$ cat config.mk
export PLATFORM = sky130hd
export DESIGN_NAME = seq_divider
export DESIGN_NICKNAME = d
export VERILOG_FILES = /design/src/rtl/seq_divider.sv
export SDC_FILE = /design/constraint.sdc
export NUM_CORES = 1
export LEC_CHECK = 0
export BUFFER_PORTS_ARGS = -buffer_cell sky130_fd_sc_hd__buf_2
export CELL_PAD_IN_SITES_DETAIL_PLACEMENT = 1
export CELL_PAD_IN_SITES_GLOBAL_PLACEMENT = 1
export CORE_ASPECT_RATIO = 1.4
export CORE_MARGIN = 5
export CORE_UTILIZATION = 30
export CTS_CLUSTER_SIZE = 24
export DETAILED_ROUTE_END_ITERATION = 8
export PLACE_DENSITY = 0.72
export SETUP_SLACK_MARGIN = 0.02
export SYNTH_ARGS = -nofsm -noshare
export SYNTH_HDL_FRONTEND = slang
export SYNTH_SLANG_ARGS = --single-unit
export TNS_END_PERCENT = 100
$ cat constraint.sdc
create_clock -name clk_i -period 2.5 [get_ports clk_i]
set_input_delay 0.375 -clock clk_i [delete_from_list [all_inputs] [get_ports clk_i]]
set_output_delay 0.375 -clock clk_i [all_outputs]
set_load 0.05 [all_outputs]
$ cat src/rtl/seq_divider.sv
// seq_divider: multi-cycle unsigned restoring divider with start/busy/done handshake
module seq_divider #(
    parameter int WIDTH = 8
) (
    input  logic             clk_i,
    input  logic             rst_i,
    input  logic             start_i,
    input  logic [WIDTH-1:0] dividend_i,
    input  logic [WIDTH-1:0] divisor_i,
    output logic             busy_o,
    output logic             done_o,
    output logic [WIDTH-1:0] quotient_o,
    output logic [WIDTH-1:0] remainder_o,
    output logic             div_by_zero_o
);
    localparam int CW = $clog2(WIDTH);

    typedef enum logic [1:0] {IDLE, RUN, FIN} state_t;

    state_t           state_q, state_d;
    logic [WIDTH-1:0] q_q, q_d, r_q, r_d, d_q, d_d;
    logic [WIDTH-1:0] quo_q, quo_d, rem_q, rem_d;
    logic             dbz_q, dbz_d;
    logic [CW-1:0]    cnt_q, cnt_d;
    logic [WIDTH:0]   t, s;
    logic [WIDTH-1:0] q_step, r_step;
    logic             accept, zero, run, last;

    always_ff @(posedge clk_i) begin
        if (rst_i) state_q <= IDLE;
        else       state_q <= state_d;
    end

    always_comb begin
        state_d = (state_q == IDLE) ? (start_i ? (zero ? FIN : RUN) : IDLE)
                : (state_q == RUN)  ? (last ? FIN : RUN)
                :                     IDLE;
    end

    always_comb begin
        busy_o = state_q == RUN;
        done_o = state_q == FIN;
    end

    // The kept partial remainder is always below the divisor, so WIDTH bits hold it.
    always_comb begin
        accept = state_q == IDLE && start_i;
        zero   = divisor_i == '0;
        run    = state_q == RUN;
        last   = run && cnt_q == CW'(WIDTH - 1);
        t      = {r_q, q_q[WIDTH-1]};
        s      = t + ~{1'b0, d_q} + (WIDTH+1)'(1);
        q_step = {q_q[WIDTH-2:0], ~s[WIDTH]};
        r_step = s[WIDTH] ? t[WIDTH-1:0] : s[WIDTH-1:0];
        q_d    = accept ? dividend_i : run ? q_step : q_q;
        r_d    = accept ? '0 : run ? r_step : r_q;
        d_d    = accept ? divisor_i : d_q;
        cnt_d  = accept ? '0 : run ? cnt_q + CW'(1) : cnt_q;
        quo_d  = (accept && zero) ? '1 : last ? q_step : quo_q;
        rem_d  = (accept && zero) ? dividend_i : last ? r_step : rem_q;
        dbz_d  = (accept && zero) ? 1'b1 : last ? 1'b0 : dbz_q;
    end

    always_ff @(posedge clk_i) begin
        if (rst_i) begin
            q_q   <= '0;
            r_q   <= '0;
            d_q   <= '0;
            cnt_q <= '0;
            quo_q <= '0;
            rem_q <= '0;
            dbz_q <= 1'b0;
        end else begin
            q_q   <= q_d;
            r_q   <= r_d;
            d_q   <= d_d;
            cnt_q <= cnt_d;
            quo_q <= quo_d;
            rem_q <= rem_d;
            dbz_q <= dbz_d;
        end
    end

    assign quotient_o    = quo_q;
    assign remainder_o   = rem_q;
    assign div_by_zero_o = dbz_q;
endmodule

==> impl_metrics.py, run 1 <==
metrics = {
    "status": {
        "status": "completed",
    },
    "floorplan": {
        "fp.coreArea_sq_um": 8100,
        "die_h_um": 117.2,
        "start_util": 0.3038,
        "dieArea_sq_um": 10140,
        "placementRows": 39,
        "die_w_um": 86.55,
        "io_pins": 38,
    },
    "cts": {
        "cts.sinks": 46,
        "cts-hold-fix-buffers": 0,
        "cts-root-buf": "clkbuf_16",
        "numCtsBuffers": 5,
        "htreeDepth": 2,
        "clockBufferDepth": 2,
        "path_clk_slew_ns": 0.07,
        "tritoncts": "built",
        "clk_latency_ns": 0.29,
    },
    "route": {
        "firstDrtPassIters": 4,
        "wl_per_cell_um": 17.28,
        "via_per_inst": 5.323,
        "drc": 0,
        "via_count": 2342,
        "wirelength_um": 7605,
        "ant_nets": 0,
        "drtIter0Drc": 112,
    },
    "worst_setup_path": {
        "worstSetupStartpoint": "q_q[7]",
        "timing.rr.start": "q_q[7]",
        "worst_ep_arrival_time_ns": 2.50,
        "critPathMaxFanout": 12,
        "required_ns": 2.70,
        "cp-end-kind": "register",
        "crit_type": "register to register",
        "critPathLaunchType": "register",
    },
    "timing": {
        "setup_violations": 0,
        "finClkSkew_ns": 0.006817,
        "fin_crit_sh": 0.9180,
        "rsz0062_at_grt": "false",
        "finalHoldViolations": 0,
        "slew_headroom": 0.5765,
        "max_slew.worst_pin.slew_ns": 0.6294,
        "fin_crit_ns": 2.295,
        "setup_tns_ns": 0,
        "slew_violations": 0,
        "timing.fmax_mhz": 435.7,
    },
    "logic_synthesis": {
        "async_flop_share": 0,
        "ys.flop_type": "dfxtp_1",
        "synth_warnings": 0,
        "synth-seq-cells": 46,
        "synth_area_sq_um": 2461,
        "syn_area_per_cell_sq_um": 8.204,
        "synth_edf_count": 0,
        "ys_seq_area_frac": 0.3742,
        "synth_nets": 330,
        "synth.distinct_cells": 54,
        "syn_inst": 300,
    },
    "final_layout": {
        "drive_above_1_share": 0.2101,
        "n_antenna_cell": 0,
        "fin_nets": 367,
        "area_growth_pct": 19.37,
    },
    "power_and_ir_drop": {
        "worst_ir_drop_vdd_mv": 0.2995,
        "p_total_mw": 2.195,
        "powerDensity_nw_per_um2": 747.3,
        "p_leak_nw": 1.210,
    },
    "placed_design": {
        "hpwlAfterDp_um": 5983,
        "portBuffers": 37,
        "place_congestion": 0.8434,
    },
    "grt": {
        "grt_pass1_vias": 2381,
        "grt_start_max_net_pins": 26,
        "grt_overflow_total": 0,
        "grt_usage": 0.1529,
        "grt_pass1_wl_um": 12010,
        "antenna_found_initial": 0,
    },
    "job": {
        "cap_violations": 0,
    },
    "hold_path": {
        "hp-start": "divisor_i[3]",
        "hold_path.class": "primary input to register",
    },
}
==> state kept, by name (all words and copies together), names as in the netlist <==
name	count
cnt_q	3
d_q	8
div_by_zero_o	1
q_q	8
quotient_o	8
r_q	8
remainder_o	8
state_q	2
==> power by group <==
part / total (mW) / internal, mW / switching, mW
Clock: 0.762 / 0.472 / 0.290
Combinational: 0.620 / 0.246 / 0.374
Sequential: 0.814 / 0.775 / 0.0386
Total: 2.20 / 1.49 / 0.702
==> path summary, 6_finish.rpt <==
path	to	slack, ns	cells after the start
worst max-delay path	r_q[5]	0.21	10
worst min-delay path	d_q[3]	0.34	3
worst max register to register	r_q[5]	0.21	10
worst min register to register	d_q[3]	0.46	2
==> placed cells by master, fill, tap and decap left out, types with 2 or more instances in the layout <==
cell / netlist / final
dfxtp_1: 46 / 46
nand2_1: 38 / 38
buf_2: 7 / 37
a21oi_1: 34 / 34
nor2_1: 23 / 23
inv_1: 17 / 17
buf_4: 2 / 12
a211oi_1: 10 / 10
ha_1: 10 / 10
o211ai_1: 9 / 9
nor3_1: 9 / 9
nand3_1: 9 / 9
o21ai_0: 8 / 8
o221a_2: 6 / 6
and3_1: 5 / 5
nand4_1: 5 / 5
clkbuf_16: 0 / 5
xnor2_1: 4 / 4
mux2i_1: 4 / 4
nor2b_1: 2 / 2
o211a_1: 2 / 2
a21o_1: 2 / 2
o21ai_1: 2 / 2
xor2_1: 2 / 2
o2111ai_1: 2 / 2
nor4_1: 2 / 2
a311o_1: 2 / 2
a31oi_1: 2 / 2
nand3b_1: 2 / 2
==> final cells by class <==
type	instances	area, sq um
well taps	102	127.6
clock inverters	2	37.54
multi-input cells	217	1380
inverters	18	67.56
clock buffers	6	128.9
fillers	999	5162
repair buffers	49	275.3
flip-flops and latches	46	920.9
==> Yosys cell counts (6+ instances only) <==
| master | count | area (sq um) |
|---|---|---|
| clkbuf_1 | 8 | 30.03 |
| o211ai_1 | 9 | 67.56 |
| dfxtp_1 | 46 | 920.9 |
| nor2_1 | 23 | 86.33 |
| o221a_2 | 6 | 67.56 |
| inv_1 | 17 | 63.81 |
| nand3_1 | 9 | 45.04 |
| buf_2 | 7 | 35.03 |
| ha_1 | 10 | 125.1 |
| nor3_1 | 9 | 45.04 |
| o21ai_0 | 8 | 40.04 |
| nand2_1 | 38 | 142.6 |
| a21oi_1 | 34 | 170.2 |
| a211oi_1 | 10 | 75.07 |
==> per-stage QoR <==
step           utilization  setup WS [ns]  hold WS (ns)  area [sq um]  cells
2_1_floorplan            -         0.2660        0.4363          2461    300
3_3_place_gp        0.3400         0.2131        0.4466          2754    431
3_5_place_dp        0.3400         0.1348        0.4553          2754    431
4_1_cts             0.3605         0.1055        0.3322          2920    439
5_1_grt             0.3627        0.01997        0.3443          2938    440
6_report            0.3627         0.2050        0.3385          2938    440
==> critical path: stages (launching register included) <==
cell and delay (ns):
dfxtp_1 0.34, inv_1 0.07, ha_1 0.15, inv_1 0.05, fa_2 0.37, a211oi_4 0.28
o211a_1 0.24, o211a_1 0.17, buf_4 0.20, mux2i_1 0.09, a211oi_1 0.24
==> cells by family after synthesis <==
logic type,after synthesis,share of synthesized area
adder cells (fa/ha/maj),11,0.05897
multiplexers,4,0.01627
XOR/XNOR,6,0.02135
AND/OR/NAND/NOR,106,0.2090
AO/OA/AOI/OAI,90,0.2511
flip-flops,46,0.3742
buffers and inverters,37,0.06914
==> per-layer routing <==
layer / vias to the layer above / GRT usage / routed length, um
li1: 1158 / - / -
met1: 1133 / 0.1637 / 3101
met2: 42 / 0.2952 / 4061
met3: 9 / 0.02311 / 292
met4: 0 / 0.06133 / 149
met5: - / 0 / 0
==> what timing repair did <==
| item | in CTS | in global routing |
|---|---|---|
| setup endpoints to repair | 0 | 12 |
| buffers inserted | 0 | 1 |
| gates resized for setup | 0 | 2 |
(Power assumes the default switching activity.)
==> run 2, diff against run 1 <==
ABC_AREA = 1   (was unset)
PLACE_DENSITY = 0.73   (was 0.72)
==> run 2 against run 1 <==
Against the previous run: fmax grew 6.2%; synthesized area shrank 1.9%; sequential share of layout area grew 1.6 points; critical path depth grew 4; routed wire length shrank 7.5%; clock-buffer cell count is the same; die area shrank 1.7%; design area shrank 4.7%; first-iteration DRC count shrank 24%; total power shrank 17%; largest power group unchanged.
==> impl_metrics.py, run 2 <==
metrics = {
    "cts": {
        "cts_setup_buffers": 0,
        "clockBufferDepth": 2,
        "cts.sinks": 46,
        "path_clk_slew_ns": 0.08,
        "cts-root-buf": "clkbuf_8",
        "htreeDepth": 2,
        "numCtsBuffers": 5,
        "clk_latency_ns": 0.31,
        "tritoncts": "built",
        "cts_resized": 0,
        "cts-hold-fix-buffers": 0,
    },
    "logic_synthesis": {
        "synthTopCellsByCount": "nand2_1, inv_1, dfxtp_1, a21oi_1, o21ai_0",
        "async_flop_share": 0,
        "syn_area_per_cell_sq_um": 7.292,
        "synth_nets": 361,
        "ys_seq_area_frac": 0.3815,
        "synth_fa_ha_area_frac": 0.06013,
        "synth_compound_area_frac": 0.2100,
        "yosysTopAreaCell": "dfxtp_1",
        "synth_edf_count": 0,
        "ys_top_cells_by_area": "dfxtp_1, nand2_1, inv_1",
        "synth.distinct_cells": 33,
        "synth_simple_gate_area_frac": 0.2182,
        "synth.most_common_cell": "nand2_1",
        "synth_area_sq_um": 2414,
        "synth_xor_area_frac": 0.01452,
        "ys.flop_type": "dfxtp_1",
        "synth_mux_area_frac": 0,
        "synth_top_family_by_area": "simple AND/OR/NAND/NOR gates",
        "synth_warnings": 0,
        "syn_inst": 331,
        "synth-seq-cells": 46,
        "synth_top_area_frac": 0.3815,
    },
    "final_layout": {
        "utilization": 0.3590,
        "n_antenna_cell": 0,
        "final_common_cell": "nand2_1",
        "fin_nets": 397,
        "area_growth_pct": 15.97,
        "fin_area_sq_um": 2799,
        "drive_above_1_share": 0.2228,
        "final_cells": 468,
        "final_cell_mix": "nand2_1, inv_1, dfxtp_1",
    },
    "floorplan": {
        "die_h_um": 116.1,
        "io_pins": 38,
        "fp.coreArea_sq_um": 7797,
        "placementRows": 38,
        "die_w_um": 85.81,
        "dieArea_sq_um": 9965,
        "start_util": 0.3095,
    },
    "timing": {
        "slew_violations": 0,
        "max_slew.worst_pin.slew_ns": 0.4477,
        "timing.final.ws_setup_ns": 0.3383,
        "holdWs_ns": 0.3203,
        "setup_tns_ns": 0,
        "fin_crit_ns": 2.162,
        "setup_violations": 0,
        "slew_headroom": 0.7012,
        "fin_crit_sh": 0.8647,
        "timing.fmax_mhz": 462.6,
        "rsz0062_at_grt": "false",
        "finalHoldViolations": 0,
        "finClkSkew_ns": 0.01202,
    },
    "route": {
        "drc": 0,
        "ant_nets": 0,
        "drtIter0Drc": 85,
        "firstDrtPassIters": 4,
        "via_per_inst": 4.793,
        "via_count": 2243,
        "wirelength_um": 7036,
        "wl_per_cell_um": 15.03,
    },
    "grt": {
        "antenna_found_initial": 0,
        "grt_pass1_vias": 2452,
        "grt_start_max_net_pins": 25,
        "grt_usage": 0.1513,
        "grt_pass1_wl_um": 11770,
        "grt_overflow_total": 0,
    },
    "hold_path": {
        "hold_path.class": "primary input to register",
    },
    "power_and_ir_drop": {
        "p_int_mw": 1.221,
        "powerDensity_nw_per_um2": 649.1,
        "worst_ir_drop_vdd_mv": 0.4035,
        "p_seq_frac": 0.440,
        "clkPwrFrac": 0.305,
        "pwr-share-comb": 0.255,
        "swShare": 0.3277,
        "p_leak_nw": 1.397,
        "switching_power_mw": 0.5953,
        "p_total_mw": 1.817,
    },
    "worst_setup_path": {
        "crit_type": "register to register",
        "critPathMaxFanout": 5,
        "required_ns": 2.70,
        "cp-end-kind": "register",
        "critPathLaunchType": "register",
        "worst_ep_arrival_time_ns": 2.36,
    },
    "job": {
        "cap_violations": 0,
    },
    "placed_design": {
        "place_inst": 460,
        "place_ws_ns": 0.3347,
        "dpl_cell_area_sq_um": 2689,
        "hpwlAfterDp_um": 5650,
        "portBuffers": 37,
        "place_congestion": 0.7637,
    },
    "status": {
        "status": "completed",
    },
}
-- run 2: area by class of cell --
type,instances,area [sq um]
multi-input combinational,215,1214
clock inverter,2,37.54
sequential,46,920.9
fill,1014,4999
clock buffer,6,72.57
timing repair buffer,40,207.7
tap,100,125.1
inverter,59,221.5
-- run 2: layer usage --
| metal | routed length [um] | track usage | vias up |
|---|---|---|---|
| met1 | 2826 | 0.1615 | 1065 |
| met5 | 0 | 0 | - |
| met4 | 165 | 0.05808 | 0 |
| met2 | 3877 | 0.2951 | 35 |
| met3 | 166 | 0.02258 | 11 |
| li1 | - | - | 1132 |
-- run 2: logic make-up after synthesis --
| group | after synthesis |
|---|---|
| AOI/OAI and AO/OA | 83 |
| xor gates and xnor gates | 4 |
| adders and majority gates | 11 |
| buffers and inverters | 70 |
| DFF | 46 |
| and+or+nand+nor | 117 |
-- run 2: power groups by stage --
| stage | clock, mW | sequential (mW) | combinational [mW] |
|---|---|---|---|
| finish | 0.554 | 0.799 | 0.464 |
| global route | 0.602 | 0.803 | 0.528 |
| CTS | 0.573 | 0.799 | 0.471 |
| detailed placement | 0 | 0.816 | 0.470 |
| global placement | 0 | 0.815 | 0.453 |
| floorplan | 0 | 0.807 | 0.358 |
-- run 2: path summary, 6_finish.rpt --
kind | from | end | slack (ns) | cells past startpoint
setup / recovery | q_q[7] | r_q[0] | 0.34 | 14
hold / removal | divisor_i[1] | d_q[1] | 0.32 | 3
setup reg to reg | q_q[7] | r_q[0] | 0.34 | 14
hold reg to reg | cnt_q[2] | cnt_q[2] | 0.47 | 2
-- run 2: critical path, cell delays in order, from the launching register on --
cell and delay (ns):
dfxtp_1 0.32, inv_1 0.06, ha_1 0.13, inv_1 0.06, fa_1 0.41, nand2_1 0.09
nand2_2 0.08, nand3_2 0.11, nand2_2 0.07, nand2_1 0.06, nand2_1 0.17, nand2_1 0.11
o21ai_0 0.13, o21ai_0 0.19, inv_1 0.07
